### src/rtl/draw_fill.sv
// Rectangle fill engine: writes a solid 32-bit colour into a strided 2-D
// region through an AXI4 write-only master, one burst outstanding at a time.
module draw_fill #(
    parameter int unsigned C_M_AXI_ADDR_WIDTH = 32,
    parameter int unsigned C_M_AXI_DATA_WIDTH = 64,
    parameter int unsigned C_MAX_BURST        = 16
) (
    input  logic                            ACLK,
    input  logic                            ARESET,
    output logic [0:0]                      M_AXI_AWID,
    output logic [C_M_AXI_ADDR_WIDTH-1:0]   M_AXI_AWADDR,
    output logic [7:0]                      M_AXI_AWLEN,
    output logic [2:0]                      M_AXI_AWSIZE,
    output logic [1:0]                      M_AXI_AWBURST,
    output logic                            M_AXI_AWLOCK,
    output logic [3:0]                      M_AXI_AWCACHE,
    output logic [2:0]                      M_AXI_AWPROT,
    output logic [3:0]                      M_AXI_AWQOS,
    output logic [0:0]                      M_AXI_AWUSER,
    output logic                            M_AXI_AWVALID,
    input  logic                            M_AXI_AWREADY,
    output logic [C_M_AXI_DATA_WIDTH-1:0]   M_AXI_WDATA,
    output logic [C_M_AXI_DATA_WIDTH/8-1:0] M_AXI_WSTRB,
    output logic                            M_AXI_WLAST,
    output logic                            M_AXI_WVALID,
    input  logic                            M_AXI_WREADY,
    input  logic [1:0]                      M_AXI_BRESP,
    input  logic                            M_AXI_BVALID,
    output logic                            M_AXI_BREADY,
    input  logic [15:0]                     WRADDR,
    input  logic [3:0]                      BYTEEN,
    input  logic                            WREN,
    input  logic [31:0]                     WDATA,
    input  logic [15:0]                     RDADDR,
    input  logic                            RDEN,
    output logic [31:0]                     RDATA,
    output logic                            DRW_IRQ
);

    localparam int unsigned ADDR_W     = C_M_AXI_ADDR_WIDTH;
    localparam int unsigned PPB        = C_M_AXI_DATA_WIDTH / 32;
    localparam int unsigned BPB        = C_M_AXI_DATA_WIDTH / 8;
    localparam int unsigned BEAT_SHIFT = $clog2(BPB);
    localparam int unsigned PPB_SHIFT  = $clog2(PPB);

    typedef enum logic [2:0] {S_IDLE, S_AW, S_W, S_B, S_NEXT, S_DONE} state_t;

    state_t state;

    logic              ctrl_irqen, st_done, st_err;
    logic [31:0]       dst_reg, stride_reg, size_reg, color_reg, rd_data_c;
    logic              busy_c, start_c, set_done_c, set_err_c;
    logic [ADDR_W-1:0] cur_addr, line_start, stride_q, nxt_addr_c;
    logic [15:0]       line_beats, rem_beats, lines_left, lb_c, nxt_rem_c;
    logic [7:0]        beat_cnt, nxt_len_c;
    logic [8:0]        burst_c;
    logic              line_end_c;

    assign M_AXI_AWID    = '0;
    assign M_AXI_AWSIZE  = 3'(BEAT_SHIFT);
    assign M_AXI_AWBURST = 2'b01;
    assign M_AXI_AWLOCK  = 1'b0;
    assign M_AXI_AWCACHE = 4'b0011;
    assign M_AXI_AWPROT  = 3'b000;
    assign M_AXI_AWQOS   = 4'b0000;
    assign M_AXI_AWUSER  = '0;
    assign M_AXI_WSTRB   = '1;

    // Burst length minus one: bounded by line remainder, max burst and 4 KB page.
    function automatic logic [7:0] burst_len_f(input logic [11:0] addr_lo, input logic [15:0] rem);
        logic [12:0] to4k;
        logic [16:0] lim;
        to4k = 13'h1000 - {1'b0, addr_lo};
        lim  = 17'(to4k >> BEAT_SHIFT);
        if (17'(rem) < lim)         lim = 17'(rem);
        if (17'(C_MAX_BURST) < lim) lim = 17'(C_MAX_BURST);
        return 8'(lim - 17'd1);
    endfunction

    function automatic logic [31:0] merge_f(input logic [31:0] old, input logic [31:0] nw,
                                            input logic [3:0] be);
        logic [31:0] r;
        r = old;
        for (int i = 0; i < 4; i++)
            if (be[i]) r[i*8 +: 8] = nw[i*8 +: 8];
        return r;
    endfunction

    always_comb begin
        busy_c     = (state != S_IDLE);
        start_c    = WREN && (WRADDR == 16'h0000) && BYTEEN[0] && WDATA[0];
        set_done_c = (state == S_DONE);
        set_err_c  = (state == S_B) && M_AXI_BVALID && (M_AXI_BRESP != 2'b00);
        lb_c       = 16'(size_reg[15:0] >> PPB_SHIFT);
        burst_c    = {1'b0, M_AXI_AWLEN} + 9'd1;
        line_end_c = (rem_beats == 16'(burst_c));
        // Next burst start: snapshot on START, else advance within or past the line.
        if (state == S_IDLE) begin
            nxt_addr_c = ADDR_W'(dst_reg);
            nxt_rem_c  = lb_c;
        end else if (line_end_c) begin
            nxt_addr_c = line_start + stride_q;
            nxt_rem_c  = line_beats;
        end else begin
            nxt_addr_c = cur_addr + (ADDR_W'(burst_c) << BEAT_SHIFT);
            nxt_rem_c  = rem_beats - 16'(burst_c);
        end
        nxt_len_c = burst_len_f(nxt_addr_c[11:0], nxt_rem_c);
    end

    always_comb begin
        rd_data_c = 32'h0;
        case (RDADDR)
            16'h0000: rd_data_c = {30'h0, ctrl_irqen, 1'b0};
            16'h0004: rd_data_c = {29'h0, st_err, st_done, busy_c};
            16'h0008: rd_data_c = dst_reg;
            16'h000C: rd_data_c = stride_reg;
            16'h0010: rd_data_c = size_reg;
            16'h0014: rd_data_c = color_reg;
            default:  rd_data_c = 32'h0;
        endcase
    end

    // Register file, sticky status and interrupt.
    always_ff @(posedge ACLK) begin
        if (ARESET) begin
            ctrl_irqen <= 1'b0;
            st_done    <= 1'b0;
            st_err     <= 1'b0;
            dst_reg    <= 32'h0;
            stride_reg <= 32'h0;
            size_reg   <= 32'h0;
            color_reg  <= 32'h0;
            RDATA      <= 32'h0;
            DRW_IRQ    <= 1'b0;
        end else begin
            if (WREN && BYTEEN[0] && WRADDR == 16'h0000) ctrl_irqen <= WDATA[1];
            if (WREN && BYTEEN[0] && WRADDR == 16'h0004) begin
                if (WDATA[1]) st_done <= 1'b0;
                if (WDATA[2]) st_err  <= 1'b0;
            end
            if (set_done_c) st_done <= 1'b1;
            if (set_err_c)  st_err  <= 1'b1;
            if (WREN && WRADDR == 16'h0008) dst_reg    <= merge_f(dst_reg, WDATA, BYTEEN);
            if (WREN && WRADDR == 16'h000C) stride_reg <= merge_f(stride_reg, WDATA, BYTEEN);
            if (WREN && WRADDR == 16'h0010) size_reg   <= merge_f(size_reg, WDATA, BYTEEN);
            if (WREN && WRADDR == 16'h0014) color_reg  <= merge_f(color_reg, WDATA, BYTEEN);
            if (RDEN) RDATA <= rd_data_c;
            DRW_IRQ <= st_done & ctrl_irqen;
        end
    end

    // Burst sequencer.
    always_ff @(posedge ACLK) begin
        if (ARESET) begin
            state         <= S_IDLE;
            cur_addr      <= '0;
            line_start    <= '0;
            stride_q      <= '0;
            line_beats    <= 16'h0;
            rem_beats     <= 16'h0;
            lines_left    <= 16'h0;
            beat_cnt      <= 8'h0;
            M_AXI_AWADDR  <= '0;
            M_AXI_AWLEN   <= 8'h0;
            M_AXI_AWVALID <= 1'b0;
            M_AXI_WDATA   <= '0;
            M_AXI_WVALID  <= 1'b0;
            M_AXI_WLAST   <= 1'b0;
            M_AXI_BREADY  <= 1'b0;
        end else begin
            case (state)
                S_IDLE: begin
                    if (start_c) begin
                        if (size_reg[15:0] == 16'h0 || size_reg[31:16] == 16'h0) begin
                            state <= S_DONE;
                        end else begin
                            cur_addr      <= nxt_addr_c;
                            line_start    <= nxt_addr_c;
                            stride_q      <= ADDR_W'(stride_reg);
                            line_beats    <= lb_c;
                            rem_beats     <= lb_c;
                            lines_left    <= size_reg[31:16];
                            M_AXI_WDATA   <= {PPB{color_reg}};
                            M_AXI_AWADDR  <= nxt_addr_c;
                            M_AXI_AWLEN   <= nxt_len_c;
                            M_AXI_AWVALID <= 1'b1;
                            state         <= S_AW;
                        end
                    end
                end
                S_AW: begin
                    if (M_AXI_AWREADY) begin
                        M_AXI_AWVALID <= 1'b0;
                        M_AXI_WVALID  <= 1'b1;
                        M_AXI_WLAST   <= (M_AXI_AWLEN == 8'd0);
                        beat_cnt      <= 8'h0;
                        state         <= S_W;
                    end
                end
                S_W: begin
                    if (M_AXI_WREADY) begin
                        if (M_AXI_WLAST) begin
                            M_AXI_WVALID <= 1'b0;
                            M_AXI_WLAST  <= 1'b0;
                            M_AXI_BREADY <= 1'b1;
                            state        <= S_B;
                        end else begin
                            beat_cnt    <= beat_cnt + 8'd1;
                            M_AXI_WLAST <= (beat_cnt + 8'd1 == M_AXI_AWLEN);
                        end
                    end
                end
                S_B: begin
                    if (M_AXI_BVALID) begin
                        M_AXI_BREADY <= 1'b0;
                        state        <= S_NEXT;
                    end
                end
                S_NEXT: begin
                    if (line_end_c && lines_left == 16'd1) begin
                        lines_left <= 16'h0;
                        state      <= S_DONE;
                    end else begin
                        if (line_end_c) begin
                            line_start <= nxt_addr_c;
                            lines_left <= lines_left - 16'd1;
                        end
                        cur_addr      <= nxt_addr_c;
                        rem_beats     <= nxt_rem_c;
                        M_AXI_AWADDR  <= nxt_addr_c;
                        M_AXI_AWLEN   <= nxt_len_c;
                        M_AXI_AWVALID <= 1'b1;
                        state         <= S_AW;
                    end
                end
                S_DONE:  state <= S_IDLE;
                default: state <= S_IDLE;
            endcase
        end
    end

endmodule

### config.mk
export PLATFORM = sky130hd
export DESIGN_NAME = draw_fill
export DESIGN_NICKNAME = d
export VERILOG_FILES = /design/src/rtl/draw_fill.sv
export SDC_FILE = /design/constraint.sdc
export NUM_CORES = 1
export LEC_CHECK = 0
export ABC_CLOCK_PERIOD_IN_PS = 13350
export CAP_MARGIN = 40
export CORE_UTILIZATION = 55
export CTS_CLUSTER_SIZE = 30
export DETAILED_ROUTE_END_ITERATION = 8
export MAX_ROUTING_LAYER = met4
export PLACE_DENSITY = 0.82
export SETUP_SLACK_MARGIN = 0.2
export SYNTH_ARGS = -nofsm -noshare
export SYNTH_HDL_FRONTEND = slang
export SYNTH_SLANG_ARGS = --single-unit
### constraint.sdc
create_clock -name ACLK -period 13.35 [get_ports ACLK]
set_clock_uncertainty 0.15 [all_clocks]
set_input_delay 2.67 -clock ACLK [delete_from_list [all_inputs] [get_ports ACLK]]
set_output_delay 2.67 -clock ACLK [all_outputs]
set_load 0.05 [all_outputs]
==> out/summary.txt <==
vias in the first global route = 18200
hold slack = 0.295 ns
number of remaining DRC errors = 18
Worst setup EP type = register
final WL = 71.0 mm
cells on worst reg2reg path = 30
Slowest-stage cell, CP = nor4_4
ys async rst share = 0
htree depth = 2
Yosys top cell area share = 0.363
min-delay worst type = register to register
syn_area_per_cell = 7.75 um^2
Syn Inst Count = 2576
FF/Latch Area = 7250 um^2
CTS root buffer = clkbuf_16
Clk pin slew, worst setup/hold paths = 0.06 ns
die area = 37100 um^2
die extent in x = 193 um
Tightest Pin Transition = 1.22 ns
drt first pass iters = 8
grt ovf = 0
ANT nets after route = 0
period utilization = 0.577
Starting Density = 0.560
Detailed Place HPWL = 51.1 mm
Synth cell types = 98
die height = 193 um
MaxCap Viol Count = 0
Synth Warn # = 0
CP Max Fanout = 19
Worst-Skew Late Latency = 0.57 ns
CTS Hold Bufs = 0
min cycle time layout = 7.70 ns
CTS Buffer Depth = 3
failing checks = design-rule violations
# rows = 69
# clock sinks = 362
largest net degree at the start of global routing = 235
grt met3 use = 0.0531
synth top area cells = dfxtp_1 36%, a21oi_1 8.2%, nand2_1 8.1%, mux2i_1 5.3%, nor2_1 4.6%
overall routing resource usage = 0.387
XOR/XNOR Fraction of Synth Area = 0.0355
Core Util, Final = 0.659
DR iter-0 viols = 2326
FMAX = 130 MHz
Layout Nets = 2823
number of flops mapped to enable cells by yosys = 0
worst setup path startpoint = M_AXI_AWLEN[4]$_SDFFE_PP0P_
Top FF cell, synth = dfxtp_1
max-slew violation count = 0
Filler Cell Count = 3036
pwr/cell area = 99.0 nW/um^2
boundary pin count = 245
Synth top cells by count = 431 x nand2_1, 362 x dfxtp_1, 327 x a21oi_1, 244 x nor2_1, 140 x nand3_1
grt met2 use = 0.575
critical path arrival = 8.01 ns
initial antenna violation count = 2
RSZ-0062 raised after global routing = false
CP most frequent cell = ha_1
critical path startpoint category = register
LEAKAGE = 0.00850 uW
Mapped Area = 20000 um^2
core area = 35700 um^2
Crit Path Class = register to register
GR peak layer = met2
Final Total Pwr = 2330 uW
Slew HR = 0.186
clock tree from TritonCTS = built
setup bufs post-CTS = 0
met1 GRT Util = 0.534
register bit total from synthesis = 362
multi-input logic area = 11700 um^2
post-synth top area cell = dfxtp_1
largest family of logic cells by synthesized area = simple AND/OR/NAND/NOR gates
Post-CTS Resized = 0
Synth-to-Final Area Change = 17.7%
final setup fails = 0
Post-Route Setup TNS = 0 ns
count leader, synth = nand2_1
DR vias/cell = 6.30
share of layout cells above drive strength 1 = 0.0591
CP peak stage delay = 0.70 ns
I/O Buffers = 217
vias = 20000
r2r endpoint = M_AXI_AWLEN[2]$_SDFFE_PP0P_
register area share after synthesis = 0.363
final hold vios = 0
Max IR drop VDD = 0.119 mV
Worst Hold Depth = 2
outcome = finished with violations
Worst EP required = 13.65 ns
mux cell area share after synthesis = 0.0550
mean routed wirelength per cell = 22.4 um
FF-to-FF setup slack = 5.65 ns
adder-cell area share of the yosys netlist = 0.0431
Worst Setup EP = M_AXI_AWLEN[2]$_SDFFE_PP0P_
worst r2r src = M_AXI_AWLEN[4]$_SDFFE_PP0P_
Post-Synth Simple-Gate Area = 0.242
RePlAce Congestion = 1.00
total CTS buffers = 40
Compound-Gate Fraction of Synth Area = 0.202
first-pass GRT wire length = 107 mm
## cell families after synthesis
family	Yosys count
adders and majority gates	67
AOI/OAI and AO/OA	661
muxes	108
buffers and inverters	248
DFF	362
and+or+nand+nor	1048
xor gates and xnor gates	80
other	2
## stage by stage
stage	instances	setup WS, ns	area (um^2)
2_1_floorplan	2601	6.58	20100
3_3_place_gp	3093	6.05	22100
3_5_place_dp	3098	5.84	22100
4_1_cts	3169	5.81	23500
5_1_grt	3171	5.29	23500
6_report	3171	5.65	23500
## critical path: cells and delay by family (launching register included)
kind            cells  cell delay (ns)
flops               1             0.47
xor+xnor            1             0.28
compound gates      8             1.42
simple gates       15             3.65
fa+ha+maj           3             0.90
buf+inv             2             0.46
mux                 1             0.28
## final cells by class
| cell class | count | area share |
|---|---|---|
| clock buffers | 58 | 0.0510 |
| well taps | 461 | 0.0245 |
| diodes | 2 | 0.000213 |
| clock inverters | 13 | 0.00772 |
| repair buffers | 252 | 0.106 |
| inverters | 32 | 0.00511 |
| flip-flops and latches | 362 | 0.308 |
| multi-input cells | 1991 | 0.498 |
## layer usage
metal  up-vias  routed length, um
met3       179               7390
met1      9403              29700
li1       9219                  -
met2      1176              31000
met4         0               2800
met5         -                  0
## how the worst min path moves through the flow
stage                                start                          end  slack (ns)
6_report       line_beats[13]$_SDFFE_PP0P_  line_beats[13]$_SDFFE_PP0P_        0.30
5_1_grt        line_beats[13]$_SDFFE_PP0P_  line_beats[13]$_SDFFE_PP0P_        0.32
4_1_cts        line_beats[13]$_SDFFE_PP0P_  line_beats[13]$_SDFFE_PP0P_        0.30
3_5_place_dp   line_beats[13]$_SDFFE_PP0P_  line_beats[13]$_SDFFE_PP0P_        0.29
3_3_place_gp   line_beats[13]$_SDFFE_PP0P_  line_beats[13]$_SDFFE_PP0P_        0.29
2_1_floorplan  line_beats[13]$_SDFFE_PP0P_  line_beats[13]$_SDFFE_PP0P_        0.28
## cell usage in the layout (no fill, tap or decap), drive strengths merged, types with 10 or more instances in the layout
| cell | instances |
|---|---|
| o21ai | 86 |
| nor2 | 246 |
| a211oi | 37 |
| conb | 27 |
| a31oi | 18 |
| nand2 | 433 |
| a21oi | 328 |
| o211ai | 19 |
| o21bai | 10 |
| dfxtp | 362 |
| or2 | 10 |
| clkbuf | 58 |
| and2 | 18 |
| o21a | 11 |
| nand4 | 13 |
| xor2 | 33 |
| a22oi | 11 |
| nor3 | 46 |
| nor4 | 25 |
| nand3 | 141 |
| inv | 31 |
| xnor2 | 47 |
| nor2b | 39 |
| and3 | 19 |
| buf | 37 |
| mux2i | 106 |
| a21o | 24 |
| ha | 64 |
| a311oi | 14 |
| or3 | 11 |
| clkdlybuf4s50 | 215 |
| o22ai | 32 |
## report_power, final
part	switching [uW]	internal (uW)
registers	0.0855	1080
clock network	473	685
logic	61.4	28.4
Power figures use the tool's default switching activity.
